File: config.mk
export PLATFORM = sky130hd
export DESIGN_NAME = pl1_trig_accept
export DESIGN_NICKNAME = d
export VERILOG_FILES = /design/src/rtl/pl1_pkg.sv /design/src/rtl/trig_rec_fifo.sv /design/src/rtl/pl1_trig_accept.sv
export SDC_FILE = /design/constraint.sdc
export NUM_CORES = 1
export LEC_CHECK = 0
export ABC_AREA = 1
export CAP_MARGIN = 15
export CORE_ASPECT_RATIO = 1.5
export CORE_UTILIZATION = 52
export CTS_CLUSTER_DIAMETER = 30
export DETAILED_ROUTE_END_ITERATION = 7
export HOLD_SLACK_MARGIN = 0.15
export PLACE_DENSITY = 0.78
export SLEW_MARGIN = 20
export SYNTH_ARGS = -nofsm -noshare
export SYNTH_HDL_FRONTEND = slang
export SYNTH_SLANG_ARGS = --single-unit
File: constraint.sdc
create_clock -name clk -period 9.2 [get_ports clk]
set_input_delay 1.84 -clock clk [delete_from_list [all_inputs] [get_ports clk]]
set_output_delay 1.84 -clock clk [all_outputs]
set_load 0.1 [all_outputs]
File: src/rtl/pl1_pkg.sv
// Shared types and constants for the PL1 trigger acceptance block.
package pl1_pkg;

  typedef enum logic [1:0] {
    StIdle,
    StQual,
    StDead
  } state_e;

  localparam int unsigned TS_W_DEF = 32;
  localparam logic [15:0] CNT_SAT = 16'hFFFF;

  // Record layout at the default timestamp width; the FIFO stores {evnum, tstamp} flat.
  typedef struct packed {
    logic [15:0]         evnum;
    logic [TS_W_DEF-1:0] tstamp;
  } trig_rec_t;

  function automatic logic [15:0] sat_inc(input logic [15:0] v);
    return (v == CNT_SAT) ? v : v + 16'd1;
  endfunction

endpackage

File: src/rtl/trig_rec_fifo.sv
// Synchronous record FIFO with a registered head entry; full/empty come from a registered count.
module trig_rec_fifo #(
  parameter int unsigned FIFO_DEPTH = 4,
  parameter int unsigned DATA_W     = 48
) (
  input  logic              clk,
  input  logic              rst,
  input  logic              push,
  input  logic [DATA_W-1:0] push_data,
  input  logic              pop,
  output logic              full,
  output logic              empty,
  output logic [DATA_W-1:0] head
);

  localparam int unsigned AW = (FIFO_DEPTH > 1) ? $clog2(FIFO_DEPTH) : 1;
  localparam int unsigned CW = AW + 1;

  logic [DATA_W-1:0] mem_q [FIFO_DEPTH];
  logic [AW-1:0]     wr_ptr_q, rd_ptr_q, rd_ptr_nxt;
  logic [CW-1:0]     cnt_q, cnt_after_pop, cnt_d;
  logic [DATA_W-1:0] head_q, head_d;
  logic              push_en, pop_en;

  assign full    = (cnt_q == CW'(FIFO_DEPTH));
  assign empty   = (cnt_q == '0);
  assign push_en = push && !full;
  assign pop_en  = pop && !empty;
  assign head    = head_q;

  always_comb begin
    rd_ptr_nxt    = rd_ptr_q + AW'(pop_en);
    cnt_after_pop = cnt_q - CW'(pop_en);
    cnt_d         = cnt_after_pop + CW'(push_en);
    head_d        = head_q;
    // With nothing older left, the head is whatever gets pushed this cycle.
    if (cnt_after_pop == '0) begin
      if (push_en) head_d = push_data;
    end else begin
      head_d = mem_q[rd_ptr_nxt];
    end
  end

  always_ff @(posedge clk) begin
    if (push_en) mem_q[wr_ptr_q] <= push_data;
  end

  always_ff @(posedge clk or negedge rst) begin
    if (!rst) begin
      wr_ptr_q <= '0;
      rd_ptr_q <= '0;
      cnt_q    <= '0;
      head_q   <= '0;
    end else begin
      if (push_en) wr_ptr_q <= wr_ptr_q + AW'(1);
      rd_ptr_q <= rd_ptr_nxt;
      cnt_q    <= cnt_d;
      head_q   <= head_d;
    end
  end

endmodule

File: src/rtl/pl1_trig_accept.sv
// PL1 trigger acceptance: width qualification, veto, deadtime, event tagging and
// record buffering toward readout, with saturating run statistics.
module pl1_trig_accept
  import pl1_pkg::*;
#(
  parameter int unsigned FIFO_DEPTH = 4,
  parameter int unsigned TS_W       = 32
) (
  input  logic            clk,
  input  logic            rst,
  input  logic            ena,
  input  logic            clr,
  input  logic            trig_in,
  input  logic            veto,
  input  logic [3:0]      min_width,
  input  logic [15:0]     deadtime,
  output logic            out_valid,
  output logic [15:0]     out_evnum,
  output logic [TS_W-1:0] out_tstamp,
  input  logic            out_ready,
  output logic            busy,
  output logic [15:0]     n_raw,
  output logic [15:0]     n_vetoed,
  output logic [15:0]     n_dropped
);

  state_e          state_q, state_d;
  logic            prev_q;
  logic [TS_W-1:0] ts_q, ts_edge_q, ts_edge_d, rec_ts;
  logic [3:0]      hcnt_q, hcnt_d, mw_eff;
  logic [15:0]     dcnt_q, dcnt_d;
  logic [15:0]     evnum_q, n_raw_q, n_vetoed_q, n_dropped_q;
  logic            edge_det, qual, push, full, empty;
  logic [16+TS_W-1:0] head;

  assign edge_det = trig_in && !prev_q;
  assign mw_eff   = (min_width == 4'd0) ? 4'd1 : min_width;

  always_comb begin
    state_d   = state_q;
    hcnt_d    = hcnt_q;
    dcnt_d    = dcnt_q;
    ts_edge_d = ts_edge_q;
    rec_ts    = ts_edge_q;
    qual      = 1'b0;
    unique case (state_q)
      StIdle: begin
        if (edge_det) begin
          ts_edge_d = ts_q;
          rec_ts    = ts_q;
          hcnt_d    = 4'd1;
          if (mw_eff == 4'd1) qual = 1'b1;
          else                state_d = StQual;
        end
      end
      StQual: begin
        if (!trig_in) begin
          state_d = StIdle;
        end else begin
          hcnt_d = hcnt_q + 4'd1;
          if (hcnt_d == mw_eff) qual = 1'b1;
        end
      end
      StDead: begin
        if (dcnt_q == 16'd0) state_d = StIdle;
        else                 dcnt_d  = dcnt_q - 16'd1;
      end
      default: state_d = StIdle;
    endcase
    if (qual) begin
      if (veto) begin
        state_d = StIdle;
      end else begin
        state_d = StDead;
        dcnt_d  = deadtime;
      end
    end
    if (!ena) begin
      state_d = StIdle;
      hcnt_d  = 4'd0;
      dcnt_d  = 16'd0;
      qual    = 1'b0;
    end
  end

  // Full is sampled before this cycle's pop, so a full FIFO always drops.
  assign push = qual && !veto && !full;

  always_ff @(posedge clk or negedge rst) begin
    if (!rst) begin
      state_q   <= StIdle;
      prev_q    <= 1'b0;
      ts_q      <= '0;
      ts_edge_q <= '0;
      hcnt_q    <= 4'd0;
      dcnt_q    <= 16'd0;
    end else begin
      state_q   <= state_d;
      prev_q    <= trig_in;
      ts_edge_q <= ts_edge_d;
      hcnt_q    <= hcnt_d;
      dcnt_q    <= dcnt_d;
      if (ena) ts_q <= ts_q + TS_W'(1);
    end
  end

  always_ff @(posedge clk or negedge rst) begin
    if (!rst) begin
      evnum_q     <= 16'd0;
      n_raw_q     <= 16'd0;
      n_vetoed_q  <= 16'd0;
      n_dropped_q <= 16'd0;
    end else if (clr) begin
      evnum_q     <= 16'd0;
      n_raw_q     <= 16'd0;
      n_vetoed_q  <= 16'd0;
      n_dropped_q <= 16'd0;
    end else begin
      if (push)                n_raw_q     <= n_raw_q;
      if (push)                evnum_q     <= evnum_q + 16'd1;
      if (qual)                n_raw_q     <= sat_inc(n_raw_q);
      if (qual && veto)        n_vetoed_q  <= sat_inc(n_vetoed_q);
      if (qual && !veto && full) n_dropped_q <= sat_inc(n_dropped_q);
    end
  end

  trig_rec_fifo #(
    .FIFO_DEPTH (FIFO_DEPTH),
    .DATA_W     (16 + TS_W)
  ) u_fifo (
    .clk       (clk),
    .rst       (rst),
    .push      (push),
    .push_data ({evnum_q, rec_ts}),
    .pop       (out_ready),
    .full      (full),
    .empty     (empty),
    .head      (head)
  );

  assign out_valid  = !empty;
  assign out_evnum  = head[16+TS_W-1:TS_W];
  assign out_tstamp = head[TS_W-1:0];
  assign busy       = (state_q != StIdle) || full;
  assign n_raw      = n_raw_q;
  assign n_vetoed   = n_vetoed_q;
  assign n_dropped  = n_dropped_q;

endmodule

==> results by group, run 1 <==
Global route
  • GRT Resource Usage Total: 0.258
  • Vias in the first global route: 14601
  • GR Overflow Total: 0
  • First-pass GRT wire length: around 74000 µm
  • Antenna violations before repair: 0
  • Largest net degree at the start of global routing: 91

Drt
  • Vias per inst: 5.47
  • Final ANT Viol Nets: 0
  • Residual DRC: 0
  • Routed wire length: 45400 µm
  • DRT iter0 DRCs: 1008
  • WL per Instance: ~17 µm
  • Detailed Routing Iterations Pass 1: 5
  • DR vias: approximately 15000

Floorplan
  • Row count: between 80 and 90
  • Die width: 157 µm
  • Die Area: about 37000 µm²
  • Die Ht: around 230 µm
  • I/O pins: 125
  • Initial cell density of the core: 0.529
  • Core area: 35200 µm²

Critical path
  • CP most frequent cell: nand2_1
  • CP startpoint kind: input port
  • Crit-path max cell delay: approximately 0.72 ns
  • Critical path class: in2reg
  • Cell chain of the critical path: clkdlybuf4s50_1 > nand2_1 > nor2_2 > nand2_1 > nand2_2 > nand4_4 > nand2_1 > buf_4 > nand2_1 > nand2_1
  • Internal reg-to-reg setup slack: just under 6 ns
  • Critical Path End Type: flip-flop
  • Critical path buffers and inverters: 2
  • Critical Path Slowest Stage Cell: nand2_1
  • Worst path arrival time: approximately 5.3 ns
  • Worst EP required: 9.73 ns
  • Delay-heaviest family, CP: simple AND/OR/NAND/NOR gates
  • RR Startpoint: hcnt_q[0]$_DFFE_PN0P_
  • Worst r2r path cells: 11
  • CP max FO: 33
  • Reg-to-Reg End: u_fifo.head[33]$_DFFE_PN0P_

Clock tree
  • Post-CTS sizing: 0
  • Clock Path Buffers: 3
  • Clk_lat worst skew: ~0.60 ns
  • CTS tree: yes
  • Setup bufs post-CTS: 0
  • Htree depth: 2
  • Sink Count: just under 400
  • Root Driver: clkbuf_16
  • Hold Buf Count CTS: 0
  • CTS Buf Count: between 50 and 60
  • Clock transition at path regs: approximately 0.06 ns

Layout
  • Non-filler instance count after layout: approximately 2700
  • Commonest cells after routing, fill and taps aside: nand2_1 (585), nor2_1 (252), dfrtp_1 (206), nand3_1 (200), edfxtp_1 (192)
  • Number of antenna diodes: 0
  • Layout area overhead: 19.1%
  • Ratio of cells with drive above 1 in the final layout: 0.0800
  • # nets final: around 2200
  • Final Instance Area: 22200 µm²
  • Commonest non-fill, non-tap cell in the layout: nand2_1

STA
  • Slew @ Worst Pin: around 1.1 ns
  • Final min period: 4.76 ns
  • Setup TNS: 0 ns
  • Final hold violation count: 0
  • Fin Clk Skew: approximately 0.029 ns
  • Max-slew violations: 0
  • Fmax: about 210 MHz
  • Setup violators final: 0
  • Max-slew headroom: 0.272
  • Tcrit/Tclk final: 0.518
  • RSZ-0062 raised after global routing: no

Synthesis
  • Post-synth EDFFs: 192
  • Sequential area share after synthesis: 0.586
  • Syn. warnings: 0
  • Ranking of synthesized cells by area: edfxtp_1 (31%), dfrtp_1 (28%), nand2_1 (12%)
  • Main synth FF type: dfrtp_1
  • Avg Cell Area, Syn: around 9 µm²
  • Proportion of netlist area held by the largest area contributor: 0.309
  • Synth area leader: edfxtp_1
  • Cells after synthesis: around 2000
  • Flops & latches, synth: 398
  • Synth async-reset ratio: 0.518
  • Syn nets: about 2100
  • Synth Cell Area: between 15000 and 20000 µm²
  • Post-synth cell types: 36

Status
  • Status: complete, no violations

Worst hold path
  • WHS Endpoint: ts_q[9]$_DFFE_PN0P_
  • Hold Startpoint: ts_q[9]$_DFFE_PN0P_
  • Hold/Removal Path Class: reg2reg
  • Hold depth: 1

Place
  • Port bufs: about 120
  • Placed inst area: approximately 20000 µm²
  • Placed cells: 2565
  • DP Wirelength: approximately 27000 µm
  • GP Congestion: 0.917

Power
  • Pleak: 9.61 nW
  • Power per cell area: 329 nW/µm²
  • Peak supply drop: 0.000231 V

Run
  • Total of max-cap violations: 0
metrics by stage:
stage / setup WS, ns / power (mW) / util / hold slack (ns)
floorplan: 3.92 / 4.40 / - / 0.463
global placement: 4.03 / 5.07 / 0.575 / 0.482
detailed placement: 3.91 / 5.14 / 0.575 / 0.492
CTS: 4.51 / 7.34 / 0.630 / 0.502
global route: 4.22 / 7.68 / 0.630 / 0.514
finish: 4.44 / 7.29 / 0.630 / 0.502
layout make-up:
cell class | instances | area (µm²)
tap | 473 | 592
clock buffer | 67 | 1520
inverter | 131 | 492
fill | 2811 | 13000
clock inverter | 41 | 427
timing repair buffer | 143 | 1380
multi-input combinational | 1420 | 6860
sequential | 398 | 10900
where the power goes:
part / leakage (nW) / switching [mW] / internal [mW]
sequential: 4.39 / 0.125 / 2.10
clock: 0.939 / 0.867 / 1.30
combinational: 4.28 / 2.16 / 0.740
kinds of logic after synthesis:
group | share of synthesized area
buffers and inverters | 0.0475
DFF | 0.586
adders and majority gates | 0.0114
AOI/OAI and AO/OA | 0.0537
xor gates and xnor gates | 0.0423
and+or+nand+nor | 0.259
worst reg2reg max path: stages, from the launching register on:
cell	delay, ns
dfrtp_1	0.44
ha_1	0.35
xnor2_1	0.17
nand2_1	0.07
nor2_1	0.10
nand3_1	0.11
nand2_2	0.17
nand4_4	0.52
nand2_1	0.74
buf_4	0.47
nand2_1	0.13
nand2_1	0.09
Yosys cell counts (all sizes together), types with 8 or more instances:
cell,n
clkbuf,65
nor3,24
xnor2,13
nand2,587
o211ai,31
xor2,77
buf,27
o21ai,84
edfxtp,192
nor4,8
or2,34
nand3,201
inv,129
o31ai,32
ha,17
a21oi,15
dfrtp,206
nand4,25
nor2,260
metal layers:
layer / GRT usage / wire length (µm)
met5: 0 / 0
met4: 0.109 / 1450
met2: 0.471 / 24200
met1: 0.299 / 17300
met3: 0.0384 / 2480
state kept, by name, summed over array words and instances, names as in the netlist, 2 cells and up:
signal and flops:
u_fifo.mem_q 192, u_fifo.head 48, ts_edge_q 32, ts_q 32, dcnt_q 16, evnum_q 16
n_dropped 16, n_raw 16, n_vetoed 16, hcnt_q 4, u_fifo.cnt_q 3, state_q 2
u_fifo.rd_ptr_q 2, u_fifo.wr_ptr_q 2
worst max path at each step:
stage                        from                      endpoint  slack [ns]  depth (start not counted)
after floorplan           trig_in  u_fifo.mem_q[0][0]$_DFFE_PP_        3.92                          7
after global placement    trig_in   u_fifo.head[16]$_DFFE_PN0P_        4.03                         10
after detailed placement  trig_in   u_fifo.head[22]$_DFFE_PN0P_        3.91                         10
after CTS                 trig_in    u_fifo.head[8]$_DFFE_PN0P_        4.51                         10
after global routing      trig_in   u_fifo.head[19]$_DFFE_PN0P_        4.22                         10
final                     trig_in   u_fifo.head[33]$_DFFE_PN0P_        4.44                         10
Power figures use the tool's default switching activity.
==> inputs of run 2 (changes only) <==
--- a/config.mk
+++ b/config.mk
@@ -12,7 +12,7 @@
 export CTS_CLUSTER_DIAMETER = 30
 export DETAILED_ROUTE_END_ITERATION = 7
 export HOLD_SLACK_MARGIN = 0.15
-export PLACE_DENSITY = 0.78
+export PLACE_DENSITY = 0.8
 export SLEW_MARGIN = 20
 export SYNTH_ARGS = -nofsm -noshare
 export SYNTH_HDL_FRONTEND = slang
==> constraint.sdc (replaced) <==
create_clock -name clk -period 3.8 [get_ports clk]
set_input_delay 0.76 -clock clk [delete_from_list [all_inputs] [get_ports clk]]
set_output_delay 0.76 -clock clk [all_outputs]
set_load 0.1 [all_outputs]
==> run 2 against run 1 <==
  * First-iteration DRC count down 1.5%
  * Total power grew 150%
  * Critical path depth down 9
  * Flip-flop and latch count did not move
  * Cell count increased by 0.22%
  * Non-clock buffer count increased by 10
  * Register-to-register slack worse by 4.8 ns
  * Combinational power grew 150%
  * Clock skew rose by 0.0013 ns
  * Worst setup slack lost 3.7 ns
  * Sequential share of layout area down 0.61 points
  * Critical endpoint is now n_vetoed[0]
  * Largest cell class unchanged
  * Largest power group unchanged
  * Highest routed layer unchanged
==> results by group, run 2 (synthesis gave the netlist of run 1 again) <==
Status
  • Status: complete, no violations

Drt
  • Vias per inst: roughly 5.5
  • DR vias: 14753
  • WL per Instance: 17.1 µm
  • Routed wire length: 45900 µm
  • Detailed Routing Iterations Pass 1: 7
  • Final ANT Viol Nets: 0
  • Residual DRC: 0
  • DRT iter0 DRCs: between 900 and 1000

STA
  • Setup TNS: 0 ns
  • Max-slew violations: 0
  • Fin Clk Skew: 0.0307 ns
  • Slew @ Worst Pin: 1.03 ns
  • Setup violators final: 0
  • Final min period: 3.06 ns
  • Fmax: 327 MHz
  • Final hold violation count: 0
  • RSZ-0062 raised after global routing: no
  • Tcrit/Tclk final: 0.806
  • Hold slack final: 0.194 ns
  • Max-slew headroom: 0.313
  • Final worst slack: 0.739 ns

Layout
  • FF+latch area: 10900 µm²
  • Final Instance Area: ~22000 µm²
  • Commonest cells after routing, fill and taps aside: nand2_1 (585), nor2_1 (252), dfrtp_1 (206), nand3_1 (200), edfxtp_1 (192)
  • Filler cells: about 2700
  • Max reg flops: between 150 and 200
  • Ratio of cells with drive above 1 in the final layout: 0.0830
  • Layout area overhead: 20.6%
  • Register bank with the most flops: u_fifo.mem_q
  • # nets final: between 2000 and 2500
  • Layout Utilization: 0.638
  • Number of antenna diodes: 0
  • Area occupied by multi-input gates: 6860 µm²
  • Non-filler instance count after layout: 2679
  • Commonest non-fill, non-tap cell in the layout: nand2_1

Critical path
  • Internal reg-to-reg setup slack: 1.03 ns
  • CP startpoint kind: flip-flop
  • RR Startpoint: n_raw[0]$_DFFE_PN0P_
  • CP max FO: 6
  • Worst path arrival time: about 2.3 ns
  • Reg-to-Reg End: n_raw[15]$_DFFE_PN0P_
  • Worst r2r path cells: 9
  • Critical path buffers and inverters: 1
  • Cell chain of the critical path: clkdlybuf4s50_1
  • Critical Path End Type: output pin
  • Delay-heaviest family, CP: buffers and inverters
  • Crit-path max cell delay: roughly 1.2 ns
  • Critical Path Slowest Stage Cell: clkdlybuf4s50_1
  • Worst EP required: 3.04 ns
  • Critical path class: reg2out

Power
  • Sequential fraction of design power: 0.299
  • Pleak: ~9.7 nW
  • Clock Power Share: 0.304
  • Peak supply drop: approximately 0.0012 V
  • Power per cell area: around 800 nW/µm²
  • Total power: around 18 mW
  • Sw Share: 0.419
  • Switching power: between 7 and 8 mW
  • Power Internal: 10.5 mW
  • Comb pwr share: 0.397

Clock tree
  • Clock Path Buffers: 3
  • CTS Buf Count: between 50 and 60
  • Clk_lat worst skew: between 0.5 and 0.6 ns
  • Clock transition at path regs: approximately 0.050 ns
  • Root Driver: clkbuf_16
  • Htree depth: 2
  • CTS tree: yes
  • Sink Count: approximately 400
  • Setup bufs post-CTS: 0
  • Post-CTS sizing: 0
  • Hold Buf Count CTS: 0

Place
  • GP Congestion: ~0.87
  • DP Wirelength: about 28000 µm
  • Placed cells: around 2600
  • Post-place setup slack: 0.565 ns
  • Port bufs: around 120
  • Placed inst area: about 20000 µm²

Floorplan
  • Initial cell density of the core: 0.529
  • Die width: 157 µm
  • Row count: between 80 and 90
  • I/O pins: between 100 and 150
  • Die Area: roughly 37000 µm²
  • Core area: about 35000 µm²
  • Die Ht: between 200 and 250 µm

Global route
  • Met1 usage: 0.312
  • GR Overflow Total: 0
  • GRT Resource Usage Total: 0.259
  • Vias in the first global route: 14901
  • First-pass GRT wire length: around 75000 µm
  • GRT busiest layer: met2
  • GR Util met3: 0.0362
  • Antenna violations before repair: 0
  • Largest net degree at the start of global routing: just over 100
  • Met2 usage: 0.472

Run
  • Total of max-cap violations: 0

Worst hold path
  • Hold/Removal Path Class: in2async
-- run 2: layer usage --
metal  up-vias  part of all wire  routed length, µm
li1       6981                 -                  -
met1      7112              0.38              17500
met2       565              0.53              24300
met3        95             0.063               2880
met4         0             0.027               1260
met5         -                 0                  0
-- run 2: cell type report --
type,instances,share of cell area
clock buffers,62,0.0643
clock inverters,42,0.0247
inverters,131,0.0219
multi-input cells,1420,0.305
flip-flops and latches,398,0.486
well taps,473,0.0263
repair buffers,153,0.0715
-- run 2: worst max-delay path by stage --
stage                                   start                            to  slack, ns  depth (start not counted)
detailed placement                    trig_in         n_raw[15]$_DFFE_PN0P_       0.57                         11
floorplan                             trig_in  u_fifo.mem_q[0][0]$_DFFE_PP_      -0.40                          7
global placement                      trig_in         n_raw[15]$_DFFE_PN0P_       0.66                         11
global route        u_fifo.cnt_q[0]$_DFF_PN0_                     out_valid       0.69                          3
CTS                 u_fifo.cnt_q[0]$_DFF_PN0_                     out_valid       0.75                          3
finish                n_vetoed[0]$_DFFE_PN0P_                   n_vetoed[0]       0.74                          1
-- run 2: power groups by stage --
stage	Clock, mW	Sequential (mW)	Combinational [mW]
global route	5.69	5.43	7.80
floorplan	0	7.32	3.32
global placement	0	5.44	6.89
detailed placement	0	5.47	7.10
finish	5.47	5.39	7.14
CTS	5.52	5.39	7.18
